===== config.mk =====
export PLATFORM = sky130hd
export DESIGN_NAME = matrix_elem_exec
export DESIGN_NICKNAME = d
export VERILOG_FILES = /design/src/rtl/matrix_op_selector_pkg.sv /design/src/rtl/matrix_elem_addr_gen.sv /design/src/rtl/matrix_elem_exec.sv
export SDC_FILE = /design/constraint.sdc
export NUM_CORES = 2
export LEC_CHECK = 0
export ABC_CLOCK_PERIOD_IN_PS = 25300
export CAP_MARGIN = 10
export CORE_MARGIN = 8
export CORE_UTILIZATION = 50
export CTS_CLUSTER_SIZE = 8
export DETAILED_ROUTE_END_ITERATION = 16
export HOLD_SLACK_MARGIN = 0.15
export PLACE_DENSITY = 0.79
export REMOVE_ABC_BUFFERS = 1
export SYNTH_ARGS = -nofsm -noshare
export SYNTH_HDL_FRONTEND = slang
export SYNTH_HIERARCHICAL = 1
export SYNTH_SLANG_ARGS = --single-unit

===== constraint.sdc =====
create_clock -name clk -period 25.3 [get_ports clk]
set_input_delay 3.795 -clock clk [delete_from_list [all_inputs] [get_ports clk]]
set_output_delay 3.795 -clock clk [all_outputs]
set_load 0.005 [all_outputs]

===== src/rtl/matrix_op_selector_pkg.sv =====
// -----------------------------------------------------------------------------
// matrix_op_selector_pkg
// Shared types for the matrix operation pipeline: the operation code produced
// by matrix_op_selector, the execution-stage FSM states and the slot header
// size used by every stage that touches the matrix BRAM.
// -----------------------------------------------------------------------------
package matrix_op_selector_pkg;

  typedef enum logic [2:0] {
    CALC_NONE       = 3'd0,
    CALC_ADD        = 3'd1,
    CALC_SUB        = 3'd2,
    CALC_MUL        = 3'd3,
    CALC_SCALAR_MUL = 3'd4,
    CALC_TRANSPOSE  = 3'd5,
    CALC_DET        = 3'd6,
    CALC_INV        = 3'd7
  } calc_type_t;

  typedef enum logic [3:0] {
    ST_IDLE,
    ST_HDR_A,
    ST_HDR_B,
    ST_CHECK,
    ST_WR_H0,
    ST_WR_H1,
    ST_WR_H2,
    ST_EL_A,   // element loop: read A_k
    ST_EL_B,   // element loop (add only): read B_k, register A_k
    ST_EL_W,   // element loop: write R_k
    ST_DONE,
    ST_ERR
  } exec_state_t;

  // Words 0..2 of every slot: {rows, cols, 16'd0}, reserved, reserved.
  localparam int HDR_WORDS = 3;

endpackage


===== src/rtl/matrix_elem_addr_gen.sv =====
// -----------------------------------------------------------------------------
// matrix_elem_addr_gen
// Walks a rows x cols source matrix in row-major order.
//   clk, rst_n   : clock, async active-low reset
//   clear        : restart the walk at element (0,0)
//   step         : advance to the next source element
//   rows, cols   : source dimensions (held stable while walking)
//   idx          : linear row-major source index i*cols + j
//   t_off        : transpose write offset j*rows + i
//   last         : current element is (rows-1, cols-1)
// -----------------------------------------------------------------------------
module matrix_elem_addr_gen (
  input  logic        clk,
  input  logic        rst_n,
  input  logic        clear,
  input  logic        step,
  input  logic [7:0]  rows,
  input  logic [7:0]  cols,
  output logic [15:0] idx,
  output logic [15:0] t_off,
  output logic        last
);

  logic [7:0] i_q;
  logic [7:0] j_q;

  assign last = (i_q == rows - 8'd1) && (j_q == cols - 8'd1);

  // NOTE: sequential state uses non-blocking assignments so every register
  // samples the pre-edge values of the others, independent of statement order.
  always_ff @(posedge clk or negedge rst_n) begin
    if (!rst_n) begin
      i_q   <= '0;
      j_q   <= '0;
      idx   <= '0;
      t_off <= '0;
    end else if (clear) begin
      i_q   <= '0;
      j_q   <= '0;
      idx   <= '0;
      t_off <= '0;
    end else if (step) begin
      idx <= idx + 16'd1;
      if (j_q == cols - 8'd1) begin
        // New source row i+1 lands in column i+1 of the transposed result.
        j_q   <= '0;
        i_q   <= i_q + 8'd1;
        t_off <= 16'(i_q) + 16'd1;
      end else begin
        // Next source column is the next result row: one result row further.
        j_q   <= j_q + 8'd1;
        t_off <= t_off + 16'(rows);
      end
    end
  end

endmodule


===== src/rtl/matrix_elem_exec.sv =====
// -----------------------------------------------------------------------------
// matrix_elem_exec
// Element-wise execution stage behind matrix_op_selector. Reads one or two
// source slots from the shared matrix BRAM and writes the result into slot
// RESULT_ID (add, scalar multiply, transpose); any other op is rejected.
//   clk, rst_n        : clock, async active-low reset
//   start             : one-cycle request (selector result_valid)
//   op_in, id_a_in,
//   id_b_in, scalar_in: request bundle, latched when start is accepted
//   bram_addr/wr_en/din/dout : BRAM port, read data one cycle after address
//   busy              : operation in progress
//   done / error      : one-cycle completion / rejection pulse
//   res_rows/res_cols : result dimensions, updated with done and held
// -----------------------------------------------------------------------------
module matrix_elem_exec
  import matrix_op_selector_pkg::*;
#(
  parameter int BLOCK_SIZE = 1152,
  parameter int ADDR_WIDTH = 14,
  parameter int RESULT_ID  = 7
) (
  input  logic                  clk,
  input  logic                  rst_n,
  input  logic                  start,
  input  calc_type_t            op_in,
  input  logic [2:0]            id_a_in,
  input  logic [2:0]            id_b_in,
  input  logic [31:0]           scalar_in,
  output logic [ADDR_WIDTH-1:0] bram_addr,
  output logic                  bram_wr_en,
  output logic [31:0]           bram_din,
  input  logic [31:0]           bram_dout,
  output logic                  busy,
  output logic                  done,
  output logic                  error,
  output logic [7:0]            res_rows,
  output logic [7:0]            res_cols
);

  localparam logic [2:0]            RES_ID    = 3'(RESULT_ID);
  localparam logic [15:0]           MAX_ELEMS = 16'(BLOCK_SIZE - HDR_WORDS);
  localparam logic [ADDR_WIDTH-1:0] HDR_OFS   = ADDR_WIDTH'(HDR_WORDS);

  function automatic logic [ADDR_WIDTH-1:0] slot_base(input logic [2:0] id);
    return ADDR_WIDTH'(int'(id) * BLOCK_SIZE);
  endfunction

  exec_state_t state;
  calc_type_t  op_q;
  logic [2:0]  id_a_q, id_b_q;
  logic [31:0] scalar_q;
  logic [7:0]  rows_a, cols_a;
  logic [31:0] a_reg;

  logic [15:0] idx, t_off;
  logic        last;

  matrix_elem_addr_gen u_addr_gen (
    .clk   (clk),
    .rst_n (rst_n),
    .clear (state == ST_CHECK),
    .step  (state == ST_EL_W),
    .rows  (rows_a),
    .cols  (cols_a),
    .idx   (idx),
    .t_off (t_off),
    .last  (last)
  );

  logic [ADDR_WIDTH-1:0] base_a, base_b, base_r;
  assign base_a = slot_base(id_a_q);
  assign base_b = slot_base(id_b_q);
  assign base_r = slot_base(RES_ID);

  logic        is_add, is_tr;
  assign is_add = (op_q == CALC_ADD);
  assign is_tr  = (op_q == CALC_TRANSPOSE);

  // Request validation; only meaningful in CHECK, where bram_dout holds B's header.
  logic req_err;
  always_comb begin
    req_err = !(op_q inside {CALC_ADD, CALC_SCALAR_MUL, CALC_TRANSPOSE})
           || (rows_a == 8'd0) || (cols_a == 8'd0)
           || ((16'(rows_a) * 16'(cols_a)) > MAX_ELEMS)
           || (id_a_q == RES_ID)
           || (is_add && (id_b_q == RES_ID))
           || (is_add && ((bram_dout[31:24] != rows_a) || (bram_dout[23:16] != cols_a)));
  end

  // BRAM port is a pure decode of the registered state and counters. Write
  // data must be combinational: the operand arrives on bram_dout in the very
  // cycle the result word is written.
  // NOTE: every always_comb output gets a default first so no path can infer a latch.
  always_comb begin
    bram_addr  = '0;
    bram_wr_en = 1'b0;
    bram_din   = '0;
    unique case (state)
      ST_HDR_A: bram_addr = base_a;
      ST_HDR_B: bram_addr = base_b;
      ST_WR_H0: begin
        bram_addr  = base_r;
        bram_wr_en = 1'b1;
        bram_din   = is_tr ? {cols_a, rows_a, 16'd0} : {rows_a, cols_a, 16'd0};
      end
      ST_WR_H1: begin
        bram_addr  = base_r + ADDR_WIDTH'(1);
        bram_wr_en = 1'b1;
      end
      ST_WR_H2: begin
        bram_addr  = base_r + ADDR_WIDTH'(2);
        bram_wr_en = 1'b1;
      end
      ST_EL_A: bram_addr = base_a + HDR_OFS + ADDR_WIDTH'(idx);
      ST_EL_B: bram_addr = base_b + HDR_OFS + ADDR_WIDTH'(idx);
      ST_EL_W: begin
        bram_addr  = base_r + HDR_OFS + ADDR_WIDTH'(is_tr ? t_off : idx);
        bram_wr_en = 1'b1;
        if (is_add)
          bram_din = a_reg + bram_dout;
        else if (is_tr)
          bram_din = bram_dout;
        else
          // Low 32 bits of the product are identical for signed and unsigned.
          bram_din = 32'($signed(bram_dout) * $signed(scalar_q));
      end
      default: ;
    endcase
  end

  always_ff @(posedge clk or negedge rst_n) begin
    if (!rst_n) begin
      state    <= ST_IDLE;
      op_q     <= CALC_NONE;
      id_a_q   <= '0;
      id_b_q   <= '0;
      scalar_q <= '0;
      rows_a   <= '0;
      cols_a   <= '0;
      a_reg    <= '0;
      busy     <= 1'b0;
      done     <= 1'b0;
      error    <= 1'b0;
      res_rows <= '0;
      res_cols <= '0;
    end else begin
      done  <= 1'b0;
      error <= 1'b0;
      unique case (state)
        ST_IDLE: if (start) begin
          op_q     <= op_in;
          id_a_q   <= id_a_in;
          id_b_q   <= id_b_in;
          scalar_q <= scalar_in;
          busy     <= 1'b1;
          state    <= ST_HDR_A;
        end
        ST_HDR_A: state <= ST_HDR_B;
        ST_HDR_B: begin
          rows_a <= bram_dout[31:24];
          cols_a <= bram_dout[23:16];
          state  <= ST_CHECK;
        end
        ST_CHECK: if (req_err) begin
          busy  <= 1'b0;
          error <= 1'b1;
          state <= ST_ERR;
        end else begin
          state <= ST_WR_H0;
        end
        ST_WR_H0: state <= ST_WR_H1;
        ST_WR_H1: state <= ST_WR_H2;
        ST_WR_H2: state <= ST_EL_A;
        ST_EL_A:  state <= is_add ? ST_EL_B : ST_EL_W;
        ST_EL_B: begin
          a_reg <= bram_dout;
          state <= ST_EL_W;
        end
        ST_EL_W: if (last) begin
          busy     <= 1'b0;
          done     <= 1'b1;
          res_rows <= is_tr ? cols_a : rows_a;
          res_cols <= is_tr ? rows_a : cols_a;
          state    <= ST_DONE;
        end else begin
          state <= ST_EL_A;
        end
        ST_DONE: state <= ST_IDLE;
        ST_ERR:  state <= ST_IDLE;
        default: state <= ST_IDLE;
      endcase
    end
  end

endmodule

==> flow_summary.json <==
{
  "cts_setup_buffers": 0,
  "rsz0062_at_grt": "no",
  "core-area_um2": 58910,
  "cpMostUsedCell": "fa_1",
  "clock-root-buffer": "clkbuf_16",
  "antenna_found_initial": 3,
  "crit_path_end_kind": "output port",
  "first_global_vias": 25100,
  "status": "complete, no violations",
  "path_clk_slew_ns": 0.08,
  "grt_use_total_pct": 25.44,
  "arrival_ns": 12.66,
  "clockBufferDepth": 2,
  "cts_buffers": 17,
  "io_pins": 142,
  "drt_iter0_markers": 2221,
  "clock_skew_ns": 0.01787,
  "syn_area_um2": 29780,
  "routabilityCongestion": 0.9564,
  "ys_warn_count": 6,
  "syn_area_per_cell_um2": 8.833,
  "grt_start_max_net_pins": 99,
  "period_share_pct": 65.04,
  "viasPerCell": 5.736,
  "drv_slew": 0,
  "die_area_um2": 67620,
  "max_freq_mhz": 60.77,
  "htreeDepth": 4,
  "hp-class": "register to register",
  "path_class": "input port to output port",
  "synthCells": 3371,
  "cts_num_sinks": 156,
  "maxCapViolCount": 0,
  "rrSetupSlack_ns": 19.88,
  "clock_latency_ns": 0.49,
  "cts_tree": "yes",
  "setup_viol": 0,
  "slowest_delay_ns": 1.24,
  "cts.repair.resized": 0,
  "worst_slew_pin_slew_ns": 1.359,
  "hold_viol": 0,
  "final_antenna_net_count": 0,
  "critPathLaunchType": "input port",
  "drcViolationCount": 0,
  "routed-via-count": 23940,
  "grt.overflow.total": 0,
  "relSlewSlack_pct": 9.406,
  "fin_nets": 4152,
  "wire_per_inst_um": 20.10,
  "rows": 89,
  "final.setup.tns_ns": 0,
  "drt-pass1-iter-count": 6,
  "path_max_fanout": 24,
  "die_height_um": 260.0,
  "instances_no_fill": 4174,
  "hpwl_um": 63140,
  "start_util_pct": 50.55,
  "ctsHoldBuffers": 0,
  "fin_util_pct": 54.78,
  "port_buffers": 141,
  "drive_gt1_share_pct": 4.444,
  "die_w_um": 260.0,
  "placedCellCount": 4140,
  "wirelength_um": 83890,
  "fin_crit_ns": 16.45,
  "syn_to_final_growth_pct": 8.379,
  "slowest_stage": "clkdlybuf4s50_1",
  "grt_pass1_wl_um": 136000,
  "cp.required_ns": 21.50
}
-- layout make-up --
cell class              count  area [µm²]
fillers                  5189       26640
well taps                 773       967.2
multi-input cells        2538       23260
clock inverters            13       151.4
inverters                 497        1866
diodes                      3       7.507
flip-flops and latches    156        3904
clock buffers              18       439.2
repair buffers            176        1675
-- routing by layer --
layer | vias to the layer above | wire length, µm | track usage, %
li1 | 10720 | - | -
met1 | 11940 | 34680 | 33.45
met2 | 1059 | 38510 | 40.18
met3 | 224 | 7327 | 5.834
met4 | 4 | 3351 | 10.67
met5 | - | 23 | 0
-- layout by cell type, fill, tap and decap left out, types with 16 or more instances in the layout --
cell / count
nor3_1: 44
inv_1: 496
xor2_1: 78
a21oi_1: 129
nand2_1: 374
o21bai_1: 17
and3_1: 17
nand3_1: 42
clkbuf_16: 17
o21ai_0: 81
and2_1: 415
xnor2_1: 122
nor2b_1: 16
o22ai_1: 17
or3_1: 17
buf_4: 35
nand4_1: 17
dfrtp_1: 156
nor2_1: 137
fa_1: 446
a211oi_1: 27
mux2i_1: 32
a21o_1: 24
o21a_1: 16
clkdlybuf4s50_1: 140
ha_1: 244
mux2_2: 59
-- through the flow --
stage | area, µm² | hold WS [ns] | setup slack [ns]
2_1_floorplan | 29020 | 0.4497 | 11.69
3_3_place_gp | 31670 | 0.4623 | 9.050
3_5_place_dp | 31670 | 0.4689 | 8.985
4_1_cts | 32260 | 0.4876 | 8.919
5_1_grt | 32260 | 0.4913 | 8.482
6_report | 32270 | 0.4856 | 8.845
-- path summary, 6_finish.rpt --
check,startpoint,to,depth (start not counted)
max,bram_dout[11],bram_din[31],25
min,a_reg[19],a_reg[19],2
max reg2reg,rows_a[5],state[3],18
min reg2reg,a_reg[19],a_reg[19],2
max in group asynchronous,rst_n,scalar_q[31],2
min in group asynchronous,rst_n,res_rows[4],1
-- critical path: cells and delay by family --
family                   cells  cell delay [ns]
AO/OA/AOI/OAI                7             1.93
adder cells (fa/ha/maj)      9             4.21
buffers and inverters        6             2.10
AND/OR/NAND/NOR              2             0.38
XOR/XNOR                     1             0.22
Power is not shown: default switching activity piles up to over one toggle a cycle in this logic, so the estimate is an artifact.
